**src/rtl/sort_pkg.sv**
```systemverilog
// Shared types and helpers for the sort stage and its frame gatherer.
package sort_pkg;

    // Per-buffer life cycle: collecting samples, or holding a closed frame.
    typedef enum logic [0:0] {
        FILL = 1'b0,
        FULL = 1'b1
    } sort_gather_state_t;

    localparam int NUM_VALS_DEF = 5;
    localparam int SIZE_DEF     = 16;

    // Width of a sample counter able to hold 0..n inclusive.
    function automatic int count_width(input int n);
        return $clog2(n + 1);
    endfunction

endpackage

```
**src/rtl/sort_frame_buf.sv**
```systemverilog
// One frame register: lane write index/count plus a FILL/FULL state machine.
// A closed frame is held unchanged until it is taken, then cleared to zero so
// unwritten lanes of the next partial frame read as zero padding.
module sort_frame_buf
    import sort_pkg::*;
#(
    parameter  int NUM_VALS = NUM_VALS_DEF,
    parameter  int SIZE     = SIZE_DEF,
    localparam int CW       = count_width(NUM_VALS)
) (
    input  logic                     clk,
    input  logic                     rst,
    input  logic                     fill,
    input  logic [SIZE-1:0]          fill_data,
    input  logic                     flush,
    input  logic                     take,
    output logic                     full,
    output logic [NUM_VALS*SIZE-1:0] data,
    output logic [CW-1:0]            count
);

    sort_gather_state_t          state_r, state_s;
    logic [CW-1:0]               count_r, count_s;
    logic [NUM_VALS*SIZE-1:0]    data_r,  data_s;

    // Next-state, lane write and count update for the frame buffer.
    always_comb begin
        state_s = state_r;
        count_s = count_r;
        data_s  = data_r;
        case (state_r)
            FILL: begin
                if (fill) begin
                    for (int k = 0; k < NUM_VALS; k++) begin
                        if (count_r == CW'(k)) begin
                            data_s[k*SIZE +: SIZE] = fill_data;
                        end else begin
                            data_s[k*SIZE +: SIZE] = data_r[k*SIZE +: SIZE];
                        end
                    end
                    count_s = count_r + CW'(1);
                    // A flush arriving with a sample closes after that sample.
                    if (flush || (count_r == CW'(NUM_VALS - 1))) begin
                        state_s = FULL;
                    end else begin
                        state_s = FILL;
                    end
                end else if (flush && (count_r != {CW{1'b0}})) begin
                    state_s = FULL;
                end else begin
                    state_s = FILL;
                end
            end
            FULL: begin
                if (take) begin
                    state_s = FILL;
                    count_s = {CW{1'b0}};
                    data_s  = {(NUM_VALS*SIZE){1'b0}};
                end else begin
                    state_s = FULL;
                end
            end
            default: begin
                state_s = FILL;
                count_s = {CW{1'b0}};
                data_s  = {(NUM_VALS*SIZE){1'b0}};
            end
        endcase
    end

    // State, count and frame registers with synchronous reset.
    always_ff @(posedge clk) begin
        if (rst) begin
            state_r <= FILL;
            count_r <= {CW{1'b0}};
            data_r  <= {(NUM_VALS*SIZE){1'b0}};
        end else begin
            state_r <= state_s;
            count_r <= count_s;
            data_r  <= data_s;
        end
    end

    assign full  = (state_r == FULL);
    assign data  = data_r;
    assign count = count_r;

endmodule

```
**src/rtl/sort_frame_gather.sv**
```systemverilog
// Gathers a serial sample stream into NUM_VALS-lane frames for the sort stage.
// Optional macro SORT_GATHER_PINGPONG_EN: two alternating frame buffers so the
// input keeps flowing while a closed frame waits for the downstream handshake.
module sort_frame_gather
    import sort_pkg::*;
#(
    parameter  int NUM_VALS = NUM_VALS_DEF,
    parameter  int SIZE     = SIZE_DEF,
    localparam int CW       = count_width(NUM_VALS)
) (
    input  logic                     i_clk,
    input  logic                     i_rst,
    input  logic                     i_valid,
    output logic                     o_ready,
    input  logic [SIZE-1:0]          i_data,
    input  logic                     i_flush,
    output logic                     o_frame_valid,
    input  logic                     i_frame_ready,
    output logic [NUM_VALS*SIZE-1:0] o_frame_data,
    output logic [CW-1:0]            o_frame_count
);

    logic accept_s;
    logic flush_s;
    logic take_s;

    // Flush is only honoured while a buffer can accept; otherwise it is dropped.
    assign accept_s = i_valid & o_ready;
    assign flush_s  = i_flush & o_ready;
    assign take_s   = o_frame_valid & i_frame_ready;

`ifdef SORT_GATHER_PINGPONG_EN

    logic                     full_s  [2];
    logic [NUM_VALS*SIZE-1:0] data_s  [2];
    logic [CW-1:0]            count_s [2];
    logic                     wr_sel_r;
    logic                     rd_sel_r;
    logic                     wr_eff_s;

    // Once the write buffer closes, writing moves to the other buffer.
    assign wr_eff_s      = full_s[wr_sel_r] ? ~wr_sel_r : wr_sel_r;
    assign o_ready       = ~full_s[wr_eff_s] & ~i_rst;
    assign o_frame_valid = full_s[rd_sel_r];
    assign o_frame_data  = data_s[rd_sel_r];
    assign o_frame_count = count_s[rd_sel_r];

    for (genvar b = 0; b < 2; b++) begin : g_buf
        sort_frame_buf #(
            .NUM_VALS (NUM_VALS),
            .SIZE     (SIZE)
        ) u_buf (
            .clk       (i_clk),
            .rst       (i_rst),
            .fill      (accept_s && (wr_eff_s == 1'(b))),
            .fill_data (i_data),
            .flush     (flush_s && (wr_eff_s == 1'(b))),
            .take      (take_s && (rd_sel_r == 1'(b))),
            .full      (full_s[b]),
            .data      (data_s[b]),
            .count     (count_s[b])
        );
    end

    // Write/read selects: reads alternate per handshake, keeping fill order.
    always_ff @(posedge i_clk) begin
        if (i_rst) begin
            wr_sel_r <= 1'b0;
            rd_sel_r <= 1'b0;
        end else begin
            wr_sel_r <= wr_eff_s;
            rd_sel_r <= rd_sel_r ^ take_s;
        end
    end

`else

    logic full_s;

    assign o_ready       = ~full_s & ~i_rst;
    assign o_frame_valid = full_s;

    sort_frame_buf #(
        .NUM_VALS (NUM_VALS),
        .SIZE     (SIZE)
    ) u_buf (
        .clk       (i_clk),
        .rst       (i_rst),
        .fill      (accept_s),
        .fill_data (i_data),
        .flush     (flush_s),
        .take      (take_s),
        .full      (full_s),
        .data      (o_frame_data),
        .count     (o_frame_count)
    );

`endif

endmodule

```
**config.mk**
```make
export PLATFORM = sky130hd
export DESIGN_NAME = sort_frame_gather
export DESIGN_NICKNAME = d
export VERILOG_FILES = /design/src/rtl/sort_pkg.sv /design/src/rtl/sort_frame_buf.sv /design/src/rtl/sort_frame_gather.sv
export SDC_FILE = /design/constraint.sdc
export NUM_CORES = 1
export LEC_CHECK = 0
export ABC_AREA = 0
export CORE_MARGIN = 2
export CORE_UTILIZATION = 35
export DETAILED_ROUTE_END_ITERATION = 10
export PLACE_DENSITY = 0.75
export SYNTH_ARGS = -nofsm -noshare
export SYNTH_HDL_FRONTEND = slang
export SYNTH_SLANG_ARGS = --single-unit
export TNS_END_PERCENT = 1
```
**constraint.sdc**
```tcl
create_clock -name i_clk -period 2.8 [get_ports i_clk]
set_input_delay 0.56 -clock i_clk [delete_from_list [all_inputs] [get_ports i_clk]]
set_output_delay 0.56 -clock i_clk [all_outputs]
set_load 0.05 [all_outputs]
```
==> metrics.txt <==
post-CTS sizing 0; total CTS buffers 9; startpoint types flop; hold_buf cts 0; CP max-delay cell clkdlybuf4s50_1; sequential share of power 47.4%; diode count 0; crit path time final 2.325 ns; Clk network pwr share 37.6%; hold path startpoint u_buf.data[12]$_SDFFE_PP0P_; GP Congestion 0.8179; met2 Use GR 27.87%; fillers 857; Routed WL 8765 um; Hold EP u_buf.data[12]$_SDFFE_PP0P_; row count 35; all-layer global routing usage 17.52%; Pre-antenna DRT Iters 4; pin count of the biggest net entering global routing 33; Int Power 1.882 mW; area of the multi-input gates 1426 um2; DR vias/cell 5.041; DRT iter0 DRCs 90; vias in the first global route 2,633; Routed Antenna Nets 0; CTS H-tree depth 3; WL/cell 16.41 um; CTS root buffer clkbuf_8; grt ovf 0; first-pass GRT wire length 13,880 um; Core Box Area 9196 um2; Avg Cell Area, Syn 10.36 um2; die height 101.2 um; status finished clean; maxcap violations 0; CP Max Fanout 6; initial antenna violation count 0; WS Path Type flop to output pin; met3 usage 3.451%; Worst Path Buf+Inv 1; vias after detailed routing 2,692; final setup violation count 0; Netlist Area Pre-Place 3304 um2; area grow syn2layout 39.27%; clk sink count 84; min-delay worst type flop to flop; Sum Neg Setup Slack 0 ns; register area share after synthesis 50.89%; Distinct cells, synth 30; Post-DP Area 4372 um2; Cell Chain, Critical Path clkdlybuf4s50_1; RSZ-0062 raised after global routing false; Comb power frac 15.0%; Worst VDD drop 0.2580 mV; Pleak 1.840 nW; Syn Inst Count 319; Die X 101.2 um; FFs w/ async S/R, synth 0%; Port Buffers 105; Worst Max-Slew Pin Slew 0.6788 ns; syn nets 345; NetSw 0.7418 mW; Worst-Skew Late Latency 0.34 ns; Sw Ratio 28.27%; io pins 106; layout cells sized above 1 7.329%; Synth Flop Type dfxtp_1; max-slew violation count 0; drt drc 0; Clock Skew 0.007569 ns; Critical Path AT 1.76 ns; Slew Limit Headroom 54.49%; Clock Pin Slew Worst Setup and Hold Paths 0.09 ns; TritonCTS clock tree yes; Ys Warns 0; Worst Hold Depth 2; fin crit share 83.03%; Fmax 430.2 MHz; Worst Hold Margin 0.4606 ns; DPL Wire Length 6336 um; Finished Cell Area 4602 um2; Reg2Reg Launch Point u_buf.count[2]$_SDFFE_PP0P_; number of synthesized flops with an enable pin 0; Setup Buffers After CTS 0; GR peak layer met2; worst r2r dst u_buf.data[57]$_SDFFE_PP0P_; FF/Latch Area 1682 um2; Req. time, crit path 2.24 ns; Final Hold Fails 0; worst reg2reg path depth 5; Initial Utilization 35.93%; #FFs+latches synth 84; CP peak stage delay 0.87 ns; delay-heaviest family, CP buffers and inverters; R2R setup slack 0.91 ns; Bufs on Longest Clock Path 2; Final nets 444; met1 Resource Use GR 24.04%; Crit. End Element output pin; PwrDens 570.1 nW/um2; die area 10,230 um2
## registers in the layout (all words and copies together) (netlist names)
signal,cells
u_buf.data,80
u_buf.full,1
u_buf.count,3
## cell families after synthesis
group           share of synthesized area (%)
compound gates                          13.82
simple gates                            17.46
buf+inv                                 5.944
fa+ha+maj                               1.893
mux                                     9.996
flops                                   50.89
## Yosys cell counts, drive strengths merged (2+ instances only)
cell type | number | share of area (%)
nand3 | 16 | 2.4
and2 | 2 | 0.38
ha | 5 | 1.9
nor2 | 4 | 0.95
clkbuf | 4 | 0.45
mux2i | 33 | 10
a22o | 32 | 8.5
dfxtp | 84 | 51
nand4 | 2 | 1.3
buf | 19 | 4.9
nand2b | 16 | 3.0
nand2 | 65 | 7.4
nor3b | 3 | 1.0
inv | 5 | 0.57
a21oi | 21 | 4.0
## cell usage in the layout, fill, tap and decap left out, types with 2 or more instances in the layout
cell type        Yosys  layout
ha_1                 5       5
a21oi_4              2       2
nand4_4              2       2
clkinv_4             0       2
dfxtp_1             84      84
clkbuf_8             0       9
nor3b_1              2       2
mux2i_1             33      33
a21oi_1             18      18
inv_1                5       5
buf_4                3       6
nand3_1             16      16
nand2b_1            16      16
bufinv_16            0       2
and2_1               2       2
clkdlybuf4s50_1      0     104
nor2_1               3       3
nand2_1             65      65
a22o_1              32      32
inv_6                0       2
## per-stage QoR
stage / util (%) / std cells / power (mW) / setup slack, ns
CTS: 50.04 / 534 / 2.647 / 0.4438
floorplan: - / 319 / 1.525 / 0.6835
global route: 50.04 / 534 / 2.720 / 0.4369
detailed placement: 47.54 / 518 / 1.665 / 0.2749
global placement: 47.54 / 518 / 1.659 / 0.3551
finish: 50.04 / 534 / 2.623 / 0.4753
## worst max-delay path by stage
stage / start / depth (start not counted) / to
after floorplan: u_buf.full$_SDFF_PP0_ / 3 / o_ready
after global placement: i_valid / 4 / u_buf.data[37]$_SDFFE_PP0P_
after detailed placement: i_valid / 4 / u_buf.data[40]$_SDFFE_PP0P_
after CTS: u_buf.count[2]$_SDFFE_PP0P_ / 1 / o_frame_count[2]
after global routing: u_buf.count[2]$_SDFFE_PP0P_ / 1 / o_frame_count[2]
final: u_buf.count[2]$_SDFFE_PP0P_ / 1 / o_frame_count[2]
## area by class of cell
| class | instances | area share, % |
|---|---|---|
| clock buffer | 9 | 2.692 |
| clock inverter | 7 | 2.311 |
| inverter | 5 | 0.4078 |
| multi-input combinational | 207 | 31.00 |
| sequential | 84 | 36.54 |
| tap | 111 | 3.018 |
| timing repair buffer | 111 | 24.03 |
## metal layers
metal / share of wire (%) / routed length, um
met3: 4.0 / 354
met1: 47 / 4153
met5: 0 / 0
met4: 1.0 / 91
met2: 48 / 4166
## power by group through the flow
| stage | sequential [mW] | clock, mW | combinational, mW |
|---|---|---|---|
| floorplan | 1.37 | 0 | 0.151 |
| global placement | 1.27 | 0 | 0.389 |
| detailed placement | 1.27 | 0 | 0.394 |
| CTS | 1.24 | 1.01 | 0.395 |
| global route | 1.25 | 1.06 | 0.414 |
| finish | 1.24 | 0.987 | 0.393 |
Note: power is estimated with default switching activity, not from simulation.
